[src/rtl/mem_arbiter_if.sv]
// Bus bundle for mem_arbiter: CPU port, debug/loader port, memory side, status.
// slave is the arbiter's view; master is the requesters plus the memory.
interface mem_arbiter_if #(
    parameter int ADDR_W = 16,
    parameter int DATA_W = 16
);
    logic              cpu_req;
    logic              cpu_we;
    logic [ADDR_W-1:0] cpu_addr;
    logic [DATA_W-1:0] cpu_wdata;
    logic [DATA_W-1:0] cpu_rdata;
    logic              cpu_ready;

    logic              dbg_req;
    logic              dbg_we;
    logic [ADDR_W-1:0] dbg_addr;
    logic [DATA_W-1:0] dbg_wdata;
    logic [DATA_W-1:0] dbg_rdata;
    logic              dbg_ready;

    logic              mem_en;
    logic              mem_we;
    logic [ADDR_W-1:0] mem_addr;
    logic [DATA_W-1:0] mem_wdata;
    logic [DATA_W-1:0] mem_rdata;

    logic              busy;
    logic              gnt_dbg;

    modport slave (
        input  cpu_req, cpu_we, cpu_addr, cpu_wdata,
        output cpu_rdata, cpu_ready,
        input  dbg_req, dbg_we, dbg_addr, dbg_wdata,
        output dbg_rdata, dbg_ready,
        output mem_en, mem_we, mem_addr, mem_wdata,
        input  mem_rdata,
        output busy, gnt_dbg
    );

    modport master (
        output cpu_req, cpu_we, cpu_addr, cpu_wdata,
        input  cpu_rdata, cpu_ready,
        output dbg_req, dbg_we, dbg_addr, dbg_wdata,
        input  dbg_rdata, dbg_ready,
        input  mem_en, mem_we, mem_addr, mem_wdata,
        output mem_rdata,
        input  busy, gnt_dbg
    );
endinterface

[src/rtl/mem_arbiter.sv]
// Round-robin arbiter/sequencer for the shared fixed-latency LC-3 memory.
// One access at a time: IDLE -> ISSUE -> WAIT(MEM_LAT) -> DONE.
module mem_arbiter #(
    parameter int ADDR_W  = 16,
    parameter int DATA_W  = 16,
    parameter int MEM_LAT = 3
) (
    input  logic         clk,
    input  logic         reset,
    mem_arbiter_if.slave bus
);
    typedef enum logic [1:0] {IDLE, ISSUE, WAIT, DONE} state_t;

    localparam logic [3:0] LAT_M1 = 4'(MEM_LAT - 1);

    state_t            state;
    state_t            state_nxt;
    logic [3:0]        cnt;
    logic              gnt_dbg;
    logic              we_q;
    logic [ADDR_W-1:0] addr_q;
    logic [DATA_W-1:0] wdata_q;
    logic [DATA_W-1:0] cpu_rdata_q;
    logic [DATA_W-1:0] dbg_rdata_q;
    logic              any_req;
    logic              pick_dbg;
    logic              mem_en;
    logic              mem_we;
    logic              cpu_ready;
    logic              dbg_ready;

    assign any_req  = bus.cpu_req | bus.dbg_req;
    // On a tie, the port that did not own the last grant wins.
    assign pick_dbg = bus.dbg_req & (~bus.cpu_req | ~gnt_dbg);

    always_ff @(posedge clk) begin
        if (reset) state <= IDLE;
        else       state <= state_nxt;
    end

    always_comb begin
        state_nxt = state;
        mem_en    = 1'b0;
        mem_we    = 1'b0;
        cpu_ready = 1'b0;
        dbg_ready = 1'b0;
        unique case (state)
            IDLE:  if (any_req) state_nxt = ISSUE;
            ISSUE: begin
                state_nxt = WAIT;
                mem_en    = 1'b1;
                mem_we    = we_q;
            end
            WAIT:  if (cnt == 4'd0) state_nxt = DONE;
            DONE:  begin
                state_nxt = IDLE;
                cpu_ready = ~gnt_dbg;
                dbg_ready = gnt_dbg;
            end
            default: state_nxt = IDLE;
        endcase
    end

    always_ff @(posedge clk) begin
        if (reset) begin
            gnt_dbg     <= 1'b1;
            we_q        <= 1'b0;
            addr_q      <= '0;
            wdata_q     <= '0;
            cnt         <= 4'd0;
            cpu_rdata_q <= '0;
            dbg_rdata_q <= '0;
        end else begin
            unique case (state)
                IDLE: if (any_req) begin
                    gnt_dbg <= pick_dbg;
                    we_q    <= pick_dbg ? bus.dbg_we    : bus.cpu_we;
                    addr_q  <= pick_dbg ? bus.dbg_addr  : bus.cpu_addr;
                    wdata_q <= pick_dbg ? bus.dbg_wdata : bus.cpu_wdata;
                end
                ISSUE: cnt <= LAT_M1;
                WAIT: begin
                    if (cnt != 4'd0) begin
                        cnt <= cnt - 4'd1;
                    end else if (!we_q) begin
                        if (gnt_dbg) dbg_rdata_q <= bus.mem_rdata;
                        else         cpu_rdata_q <= bus.mem_rdata;
                    end
                end
                default: ;
            endcase
        end
    end

    assign bus.mem_en    = mem_en;
    assign bus.mem_we    = mem_we;
    assign bus.mem_addr  = addr_q;
    assign bus.mem_wdata = wdata_q;
    assign bus.cpu_rdata = cpu_rdata_q;
    assign bus.dbg_rdata = dbg_rdata_q;
    assign bus.cpu_ready = cpu_ready;
    assign bus.dbg_ready = dbg_ready;
    assign bus.busy      = (state != IDLE);
    assign bus.gnt_dbg   = gnt_dbg;
endmodule

[src/flat_wrapper.sv]
// flat-port wrapper written by rule: the top's interface ports become plain ports
module mem_arbiter_flat 
#(
    parameter int ADDR_W  = 16,
    parameter int DATA_W  = 16,
    parameter int MEM_LAT = 3
)
  (clk, reset, bus_cpu_req, bus_cpu_we, bus_cpu_addr, bus_cpu_wdata, bus_cpu_rdata, bus_cpu_ready, bus_dbg_req, bus_dbg_we, bus_dbg_addr, bus_dbg_wdata, bus_dbg_rdata, bus_dbg_ready, bus_mem_en, bus_mem_we, bus_mem_addr, bus_mem_wdata, bus_mem_rdata, bus_busy, bus_gnt_dbg);
  mem_arbiter_if #(.ADDR_W(ADDR_W), .DATA_W(DATA_W)) bus_i ();
  input  logic clk;
  input  logic reset;
  input wire logic [$bits(bus_i.cpu_req)-1:0] bus_cpu_req;
  input wire logic [$bits(bus_i.cpu_we)-1:0] bus_cpu_we;
  input wire logic [$bits(bus_i.cpu_addr)-1:0] bus_cpu_addr;
  input wire logic [$bits(bus_i.cpu_wdata)-1:0] bus_cpu_wdata;
  output wire logic [$bits(bus_i.cpu_rdata)-1:0] bus_cpu_rdata;
  output wire logic [$bits(bus_i.cpu_ready)-1:0] bus_cpu_ready;
  input wire logic [$bits(bus_i.dbg_req)-1:0] bus_dbg_req;
  input wire logic [$bits(bus_i.dbg_we)-1:0] bus_dbg_we;
  input wire logic [$bits(bus_i.dbg_addr)-1:0] bus_dbg_addr;
  input wire logic [$bits(bus_i.dbg_wdata)-1:0] bus_dbg_wdata;
  output wire logic [$bits(bus_i.dbg_rdata)-1:0] bus_dbg_rdata;
  output wire logic [$bits(bus_i.dbg_ready)-1:0] bus_dbg_ready;
  output wire logic [$bits(bus_i.mem_en)-1:0] bus_mem_en;
  output wire logic [$bits(bus_i.mem_we)-1:0] bus_mem_we;
  output wire logic [$bits(bus_i.mem_addr)-1:0] bus_mem_addr;
  output wire logic [$bits(bus_i.mem_wdata)-1:0] bus_mem_wdata;
  input wire logic [$bits(bus_i.mem_rdata)-1:0] bus_mem_rdata;
  output wire logic [$bits(bus_i.busy)-1:0] bus_busy;
  output wire logic [$bits(bus_i.gnt_dbg)-1:0] bus_gnt_dbg;
  assign bus_i.cpu_req = bus_cpu_req;
  assign bus_i.cpu_we = bus_cpu_we;
  assign bus_i.cpu_addr = bus_cpu_addr;
  assign bus_i.cpu_wdata = bus_cpu_wdata;
  assign bus_cpu_rdata = bus_i.cpu_rdata;
  assign bus_cpu_ready = bus_i.cpu_ready;
  assign bus_i.dbg_req = bus_dbg_req;
  assign bus_i.dbg_we = bus_dbg_we;
  assign bus_i.dbg_addr = bus_dbg_addr;
  assign bus_i.dbg_wdata = bus_dbg_wdata;
  assign bus_dbg_rdata = bus_i.dbg_rdata;
  assign bus_dbg_ready = bus_i.dbg_ready;
  assign bus_mem_en = bus_i.mem_en;
  assign bus_mem_we = bus_i.mem_we;
  assign bus_mem_addr = bus_i.mem_addr;
  assign bus_mem_wdata = bus_i.mem_wdata;
  assign bus_i.mem_rdata = bus_mem_rdata;
  assign bus_busy = bus_i.busy;
  assign bus_gnt_dbg = bus_i.gnt_dbg;
  mem_arbiter #(.ADDR_W(ADDR_W), .DATA_W(DATA_W), .MEM_LAT(MEM_LAT)) u_core (.clk(clk), .reset(reset), .bus(bus_i));
endmodule
[config.mk]
export PLATFORM = sky130hd
export DESIGN_NAME = mem_arbiter_flat
export DESIGN_NICKNAME = d
export VERILOG_FILES = /design/src/rtl/mem_arbiter_if.sv /design/src/rtl/mem_arbiter.sv /design/src/flat_wrapper.sv
export SDC_FILE = /design/constraint.sdc
export NUM_CORES = 1
export LEC_CHECK = 0
export ABC_AREA = 1
export CORE_MARGIN = 2
export CORE_UTILIZATION = 37
export CTS_BUF_LIST = sky130_fd_sc_hd__clkbuf_4 sky130_fd_sc_hd__clkbuf_8
export DETAILED_ROUTE_END_ITERATION = 10
export GPL_TIMING_DRIVEN = 0
export PLACE_DENSITY = 0.79
export SETUP_SLACK_MARGIN = 0.05
export SYNTH_ARGS = -nofsm -noshare
export SYNTH_HDL_FRONTEND = slang
export SYNTH_SLANG_ARGS = --single-unit
export TNS_END_PERCENT = 1
[constraint.sdc]
create_clock -name clk -period 1.72 [get_ports clk]
set_input_delay 0.344 -clock clk [delete_from_list [all_inputs] [get_ports clk]]
set_output_delay 0.344 -clock clk [all_outputs]
set_load 0.005 [all_outputs]
==> results of run 1 <==
-- power by group through the flow --
| stage | Clock, mW | Sequential (mW) | Combinational (mW) |
|---|---|---|---|
| 2_1_floorplan | 0 | 2.44 | 1.56 |
| 3_3_place_gp | 0 | 2.44 | 2.99 |
| 3_5_place_dp | 0 | 2.45 | 3.08 |
| 4_1_cts | 1.71 | 2.44 | 3.18 |
| 5_1_grt | 1.78 | 2.52 | 3.61 |
| 6_report | 1.68 | 2.46 | 3.21 |
-- metrics by stage --
step	TNS [ps]	power, mW	cell area (µm²)
finish	0	7.35	5450
floorplan	0	4.00	3420
global placement	-7330	5.43	5110
CTS	-82.0	7.33	5420
detailed placement	-9440	5.53	5110
global route	-801	7.90	5450
-- area by class of cell --
cell class                      count  area share [%]
Buffer                             29            3.28
Multi-Input combinational cell    299            27.6
Inverter                           97            6.68
Clock buffer                        9            2.27
Clock inverter                      7            2.34
Tap cell                          111            2.55
Sequential cell                    72            26.6
Timing Repair Buffer              158            28.7
-- cell usage in the layout (no fill, tap or decap), drive strengths merged, types with 2 or more instances in the layout --
| cell type | count |
|---|---|
| o21ai | 82 |
| nand3 | 4 |
| nand2 | 89 |
| a21oi | 41 |
| inv | 92 |
| dlygate4sd2 | 2 |
| buf | 18 |
| clkinv | 9 |
| ha | 6 |
| clkbuf | 25 |
| dfxtp | 72 |
| or2 | 2 |
| clkdlybuf4s50 | 150 |
| bufinv | 3 |
| nor2 | 55 |
| nor3 | 17 |
-- what timing repair did --
item                                    in CTS  in global routing
pin swaps                                    1                  1
gates resized for setup                     24                 15
setup buffers                                3                  0
endpoints found under the setup margin      37                 62
-- flip-flops by register name, summed over array words and instances, names as in the netlist --
name and count:
u_core.bus.cpu_rdata 16, u_core.bus.dbg_rdata 16, u_core.bus.mem_addr 16, u_core.bus.mem_wdata 16
u_core.cnt 4, u_core.state 2, u_core.bus.gnt_dbg 1, u_core.we_q 1
-- path summary, 6_finish.rpt --
path / from / to / cells after the start
worst max register to register: u_core.state[1]$_SDFFE_PP0P_ / u_core.bus.mem_addr[0]$_SDFFE_PP0P_ / 10
worst min-delay path: u_core.cnt[0]$_SDFFE_PP0P_ / u_core.cnt[0]$_SDFFE_PP0P_ / 1
worst max-delay path: u_core.state[1]$_SDFFE_PP0P_ / u_core.bus.mem_addr[0]$_SDFFE_PP0P_ / 10
worst min register to register: u_core.cnt[0]$_SDFFE_PP0P_ / u_core.cnt[0]$_SDFFE_PP0P_ / 1
-- cells by family after synthesis --
kind of cell             count (synthesis)  share of synthesized area [%]
AND/OR/NAND/NOR                        169                           21.9
buffers and inverters                  126                           15.2
AO/OA/AOI/OAI                          124                           18.5
flip-flops                              72                           42.2
adder cells (fa/ha/maj)                  6                           2.20
-- worst register-to-register path, cell delays in order (launching register included) --
cell and delay [ps]:
dfxtp_4 370, inv_2 80, buf_4 120, ha_2 190, inv_2 50, a21oi_4 150, buf_4 180, clkbuf_4 190
o21ai_1 120, clkinv_1 70, a21oi_1 50
-- per-layer routing --
layer	vias up	share of wire, %	GRT usage (%)
met5	-	0	0
met4	0	1.3	6.32
met3	12	8.4	4.46
met2	160	48	36.2
met1	1676	42	24.2
li1	1869	-	-
==> metrics.md, run 1 <==
| Metric | Value |
|---|---|
| Worst Clk Skew | roughly 16 ps |
| Crit path DAT | 1900 ps |
| Main area contributors after synthesis | dfxtp_1 (42%), o21ai_0 (11%), nand2_1 (9.8%) |
| Io pins | 156 |
| Status | completed |
| Switching part of the total power | 35.2% |
| Worst setup EP type | flip-flop |
| Setup Crit Path Kind | flip-flop to flip-flop |
| Top cell type's share of synthesized area | about 42% |
| Number of fillers in the final layout | 836 |
| Clk slew on worst S/H paths | ~80 ps |
| Top-count cell post-synth | nand2_1 |
| Total routed wirelength | 10200 µm |
| Final HPWL DP | 7830 µm |
| Via count | 3717 |
| Cells after DPL | 763 |
| Final setup fails | 0 |
| RSZ-0062 raised after global routing | true |
| Area delta synth->final | 59.6% |
| Clock tree buffer depth | 2 |
| Post-Layout Cell Count | 782 |
| Chip width | 100 µm |
| Die area | ~0.010 mm² |
| Part of the power in the clock network | roughly 23% |
| # hold bufs at CTS | 0 |
| N_diodes | 0 |
| Fin util | between 50% and 60% |
| Place WS | -267 ps |
| Max Cap Viol | 0 |
| Setup ws final | 56.7 ps |
| Final worst path period share | between 90% and 100% |
| Post-Syn Area | 0.00342 mm² |
| WP data required | 1960 ps |
| Syn Inst Count | roughly 500 |
| Maximum VDD drop | 0.000657 V |
| Worst Tran Pin Value | 442 ps |
| Final hold vios | 0 |
| Routability congestion estimate | 0.896 |
| TritonCTS clock tree | built |
| Synth cell count leaders | nand2_1 (89), inv_1 (88), dfxtp_1 (72), o21ai_0 (72), nor2_1 (54) |
| WHS | 433 ps |
| CP top delay family | buffers and inverters |
| Leading area contributor after synthesis | dfxtp_1 |
| DR WL/cell | 13.0 µm |
| Final net count | between 700 and 800 |
| Buf/Inv on CP | 6 |
| Minimum clock period | around 1700 ps |
| Power density over cell area | 1350 mW/mm² |
| Leak | around 2.5 nW |
| Port Buf Inserts | 155 |
| Asr flop ratio synth | 0% |
| Die H | 100 µm |
| Post-synth EDFFs | 0 |
| TritonRoute pass-1 iters | 4 |
| Initial core utilization | 37.5% |
| Routed vias/inst | 4.75 |
| Clock Latency Late Sink | 350 ps |
| DRC viols | 0 |
| Grt total ovfl | 0 |
| Ys flop type | dfxtp_1 |
| GRT Overall Usage | 20.2% |
| Type of the worst min-delay path | flip-flop to flip-flop |
| Clk root buf | clkbuf_8 |
| CP max FO | 10 |
| Switching Power | 2.59 mW |
| Initial antenna violation count | 0 |
| Multi-input logic area | 0.00150 mm² |
| Final Slew Violations | 0 |
| Htree depth | 3 |
| Crit-path cells | inv_2 -> buf_4 -> ha_2 -> inv_2 -> a21oi_4 -> buf_4 -> clkbuf_4 -> o21ai_1 -> clkinv_1 -> a21oi_1 |
| Critical Path Max Stage Delay | about 370 ps |
| Initial drt markers | 118 |
| Register area | 0.00145 mm² |
| Mapped Nets | 589 |
| R2r setup slk | 60 ps |
| Flop pwr share | 33.4% |
| Max Clock Freq | roughly 600 MHz |
| Yosys reg bits | 72 |
| Share of the yosys chip area belonging to registers | 42.2% |
| Slew headroom | a little over two thirds |
| Pin count of the biggest net entering global routing | 15 |
| Avg Synthesized Cell Area | 6.88 µm² |
| Clock sinks | between 70 and 80 |
| CTS buffer count | 9 |
| Number of global-route vias before repair | 3662 |
| Startpoint Class | flip-flop |
| Yosys Warn Count | 0 |
| Routed Antenna Nets | 0 |
| First-pass GRT wire length | 16400 µm |
| Crit path max-delay cell type | dfxtp_4 |
| Comb pwr share | 43.7% |
| Core area | between 0.009 and 0.01 mm² |
| Layout cells sized above 1 | about a tenth |
| Rows | 35 |
| Post-synth cell types | 26 |
| Int Pwr | between 4 and 5 mW |
Note: power is estimated with default switching activity, not from simulation.
==> run 2: changes to the inputs <==
--- a/config.mk
+++ b/config.mk
@@ -6,7 +6,7 @@
 export NUM_CORES = 1
 export LEC_CHECK = 0
 export ABC_AREA = 1
-export CORE_MARGIN = 2
+export CORE_MARGIN = 5
 export CORE_UTILIZATION = 37
 export CTS_BUF_LIST = sky130_fd_sc_hd__clkbuf_4 sky130_fd_sc_hd__clkbuf_8
 export DETAILED_ROUTE_END_ITERATION = 10
==> run 2 against run 1 <==
  * Sequential share of layout area increased by 0.077 points
  * Global-route usage is 1.9 points lower
  * Critical endpoint is now u_core.bus.cpu_rdata[8]$_SDFFE_PP0P_
  * Clock skew decreased by 6.9 ps
  * Setup slack better by 31 ps
  * Highest routed layer unchanged
  * Clock power shrank 3%
  * First-iteration DRC count down 8.5%
  * Routed wire length rose by 3.9%
==> metrics.md, run 2 (synthesized netlist as in run 1, its figures left out) <==
| Metric | Value |
|---|---|
| WHS | 431 ps (-2.43 ps) |
| Type of the worst min-delay path | flip-flop to flip-flop |
| Slew headroom | 71.2% (+0.60 points) |
| Pin count of the biggest net entering global routing | 14 (-1) |
| GRT Overall Usage | 18.3% (-1.9 points) |
| Clock sinks | 72 (unchanged) |
| Buf/Inv on CP | 3 (-3) |
| Number of global-route vias before repair | 3631 (-0.85%) |
| Final HPWL DP | 8260 µm (+5.5%) |
| Layout cells sized above 1 | 9.85% (-0.28 points) |
| Status | completed |
| Comb pwr share | 44.2% (+0.5 points) |
| Htree depth | 3 (unchanged) |
| CP top delay family | buffers and inverters |
| Core area | 0.00911 mm² (unchanged) |
| Crit path DAT | 1870 ps (-30 ps) |
| Number of fillers in the final layout | 853 (+2.0%) |
| CP max FO | 10 (unchanged) |
| TritonCTS clock tree | built |
| Most common cell after layout, fill and taps aside | clkdlybuf4s50_1 |
| Cells after DPL | 763 (unchanged) |
| Setup Crit Path Kind | flip-flop to flip-flop |
| Switching Power | 2.56 mW (-1.2%) |
| CTS buffer count | 9 (unchanged) |
| RSZ-0062 raised after global routing | true |
| Crit-path cells | inv_2 -> ha_2 -> nand3_2 -> buf_2 -> buf_6 -> nor3_1 -> nor2_1 |
| Rows | 35 (unchanged) |
| Part of the power in the clock network | 22.4% (-0.5 points) |
| Port Buf Inserts | 155 (unchanged) |
| Area delta synth->final | 58.8% |
| Worst setup EP type | flip-flop |
| Power density over cell area | 1350 mW/mm² (-0.11%) |
| Worst Clk Skew | 8.64 ps (-6.92 ps) |
| First-pass GRT wire length | 16900 µm (+2.7%) |
| Switching part of the total power | 35.0% (-0.23 points) |
| Worst Tran Pin Value | 433 ps (-9.06 ps) |
| Most frequent cells in the layout | clkdlybuf4s50_1 (149), nand2_1 (89), inv_1 (86) |
| Clk slew on worst S/H paths | 80 ps (about the same) |
| Final net count | 757 (-0.13%) |
| Flop pwr share | 33.5% (about the same) |
| Minimum clock period | 1630 ps (-30.5 ps) |
| Initial core utilization | 37.5% (unchanged) |
| Leak | 2.51 nW (about the same) |
| Initial antenna violation count | 0 (unchanged) |
| Final Slew Violations | 0 (unchanged) |
| Io pins | 156 (unchanged) |
| Post-Layout Cell Count | 781 (-0.13%) |
| Final worst path period share | 94.9% (-1.8 points) |
| Clock tree buffer depth | 2 (unchanged) |
| DRC viols | 0 (unchanged) |
| N_diodes | 0 (unchanged) |
| TritonRoute pass-1 iters | 5 (+1) |
| Via count | 3709 (-0.22%) |
| Startpoint Class | flip-flop |
| Initial drt markers | 108 (-8.5%) |
| DR WL/cell | 13.6 µm (+4.0%) |
| Final setup fails | 0 (unchanged) |
| Die area | 0.0113 mm² (+12%) |
| Max Clock Freq | 612 MHz (+1.9%) |
| Maximum VDD drop | 0.000647 V (-1.6%) |
| Tot Pwr | 7.31 mW (-0.57%) |
| Place WS | -266 ps (+1.19 ps) |
| Clock Latency Late Sink | 340 ps (about the same) |
| Routed vias/inst | 4.75 (about the same) |
| Die H | 106 µm (+6.0%) |
| Int Pwr | 4.75 mW (-0.22%) |
| WP data required | 1960 ps (about the same) |
| Setup ws final | 87.2 ps (+30.5 ps) |
| Total routed wirelength | 10600 µm (+3.9%) |
| Grt total ovfl | 0 (unchanged) |
| Max Cap Viol | 0 (unchanged) |
| Final hold vios | 0 (unchanged) |
| Routability congestion estimate | 0.864 (-3.6%) |
| Clk root buf | clkbuf_8 |
| Critical Path Max Stage Delay | 370 ps (about the same) |
| Chip width | 106 µm (+6.0%) |
| Routed Antenna Nets | 0 (unchanged) |
| Crit path max-delay cell type | dfxtp_4 |
run 2: cell type report:
cell class	instances	area, µm²	area share (%)
Buffer	29	174	3.20
Tap cell	111	139	2.56
Clock buffer	9	124	2.28
Clock inverter	7	120	2.21
Sequential cell	72	1450	26.7
Timing Repair Buffer	157	1560	28.8
Inverter	97	367	6.75
Multi-Input combinational cell	299	1490	27.5
run 2: power groups by stage:
| stage | Combinational, mW | Sequential [mW] | Clock [mW] |
|---|---|---|---|
| after floorplan | 1.56 | 2.44 | 0 |
| after global placement | 3.02 | 2.44 | 0 |
| after detailed placement | 3.10 | 2.44 | 0 |
| after CTS | 3.14 | 2.43 | 1.68 |
| after global routing | 3.60 | 2.50 | 1.74 |
| final | 3.23 | 2.45 | 1.63 |
run 2: metrics by stage:
stage / setup TNS (ps) / area (µm²) / util (%)
after CTS: -372 / 5370 / 59.0
after detailed placement: -9040 / 5110 / 56.1
final: 0 / 5430 / 59.6
after floorplan: 0 / 3420 / -
after global placement: -6400 / 5110 / 56.1
after global routing: -204 / 5430 / 59.6
run 2: path summary, 6_finish.rpt:
path / start / to / slack, ps / cells after the start
setup reg to reg: u_core.state[0]$_SDFFE_PP0P_ / u_core.bus.cpu_rdata[8]$_SDFFE_PP0P_ / 90 / 7
hold / removal: u_core.cnt[0]$_SDFFE_PP0P_ / u_core.cnt[0]$_SDFFE_PP0P_ / 430 / 1
setup / recovery: u_core.state[0]$_SDFFE_PP0P_ / u_core.bus.cpu_rdata[8]$_SDFFE_PP0P_ / 90 / 7
hold reg to reg: u_core.cnt[0]$_SDFFE_PP0P_ / u_core.cnt[0]$_SDFFE_PP0P_ / 430 / 1
run 2: worst register-to-register path: cells and delay by family, from the launching register on:
kind / cells / cell delay, ps
buffers and inverters: 3 / 510
adders and majority gates: 1 / 270
DFF: 1 / 370
and+or+nand+nor: 3 / 390
run 2: repair_timing:
action	4_1_cts	5_1_grt
pin swaps	0	1
gates resized for setup	17	16
setup endpoints to repair	40	63
cloned	0	0
hold endpoints to repair	0	0
hold buffers	0	0
buffers inserted	0	2
run 2: per-layer routing:
metal  vias to the layer above  global-route usage, %  part of all wire, %
met5                         -                      0                    0
met4                         0                   4.07                  1.2
met3                        14                   7.53                  9.1
met2                       151                   31.1                   47
met1                      1684                   21.6                   43
li1                       1860                      -                    -
==> run 3: changes to the inputs <==
--- a/config.mk
+++ b/config.mk
@@ -13,6 +13,7 @@
 export GPL_TIMING_DRIVEN = 0
 export PLACE_DENSITY = 0.79
 export SETUP_SLACK_MARGIN = 0.05
+export SLEW_MARGIN = 25
 export SYNTH_ARGS = -nofsm -noshare
 export SYNTH_HDL_FRONTEND = slang
 export SYNTH_SLANG_ARGS = --single-unit
==> results of run 3 <==
Final layout, timing and power as in run 2 (identical DEF).
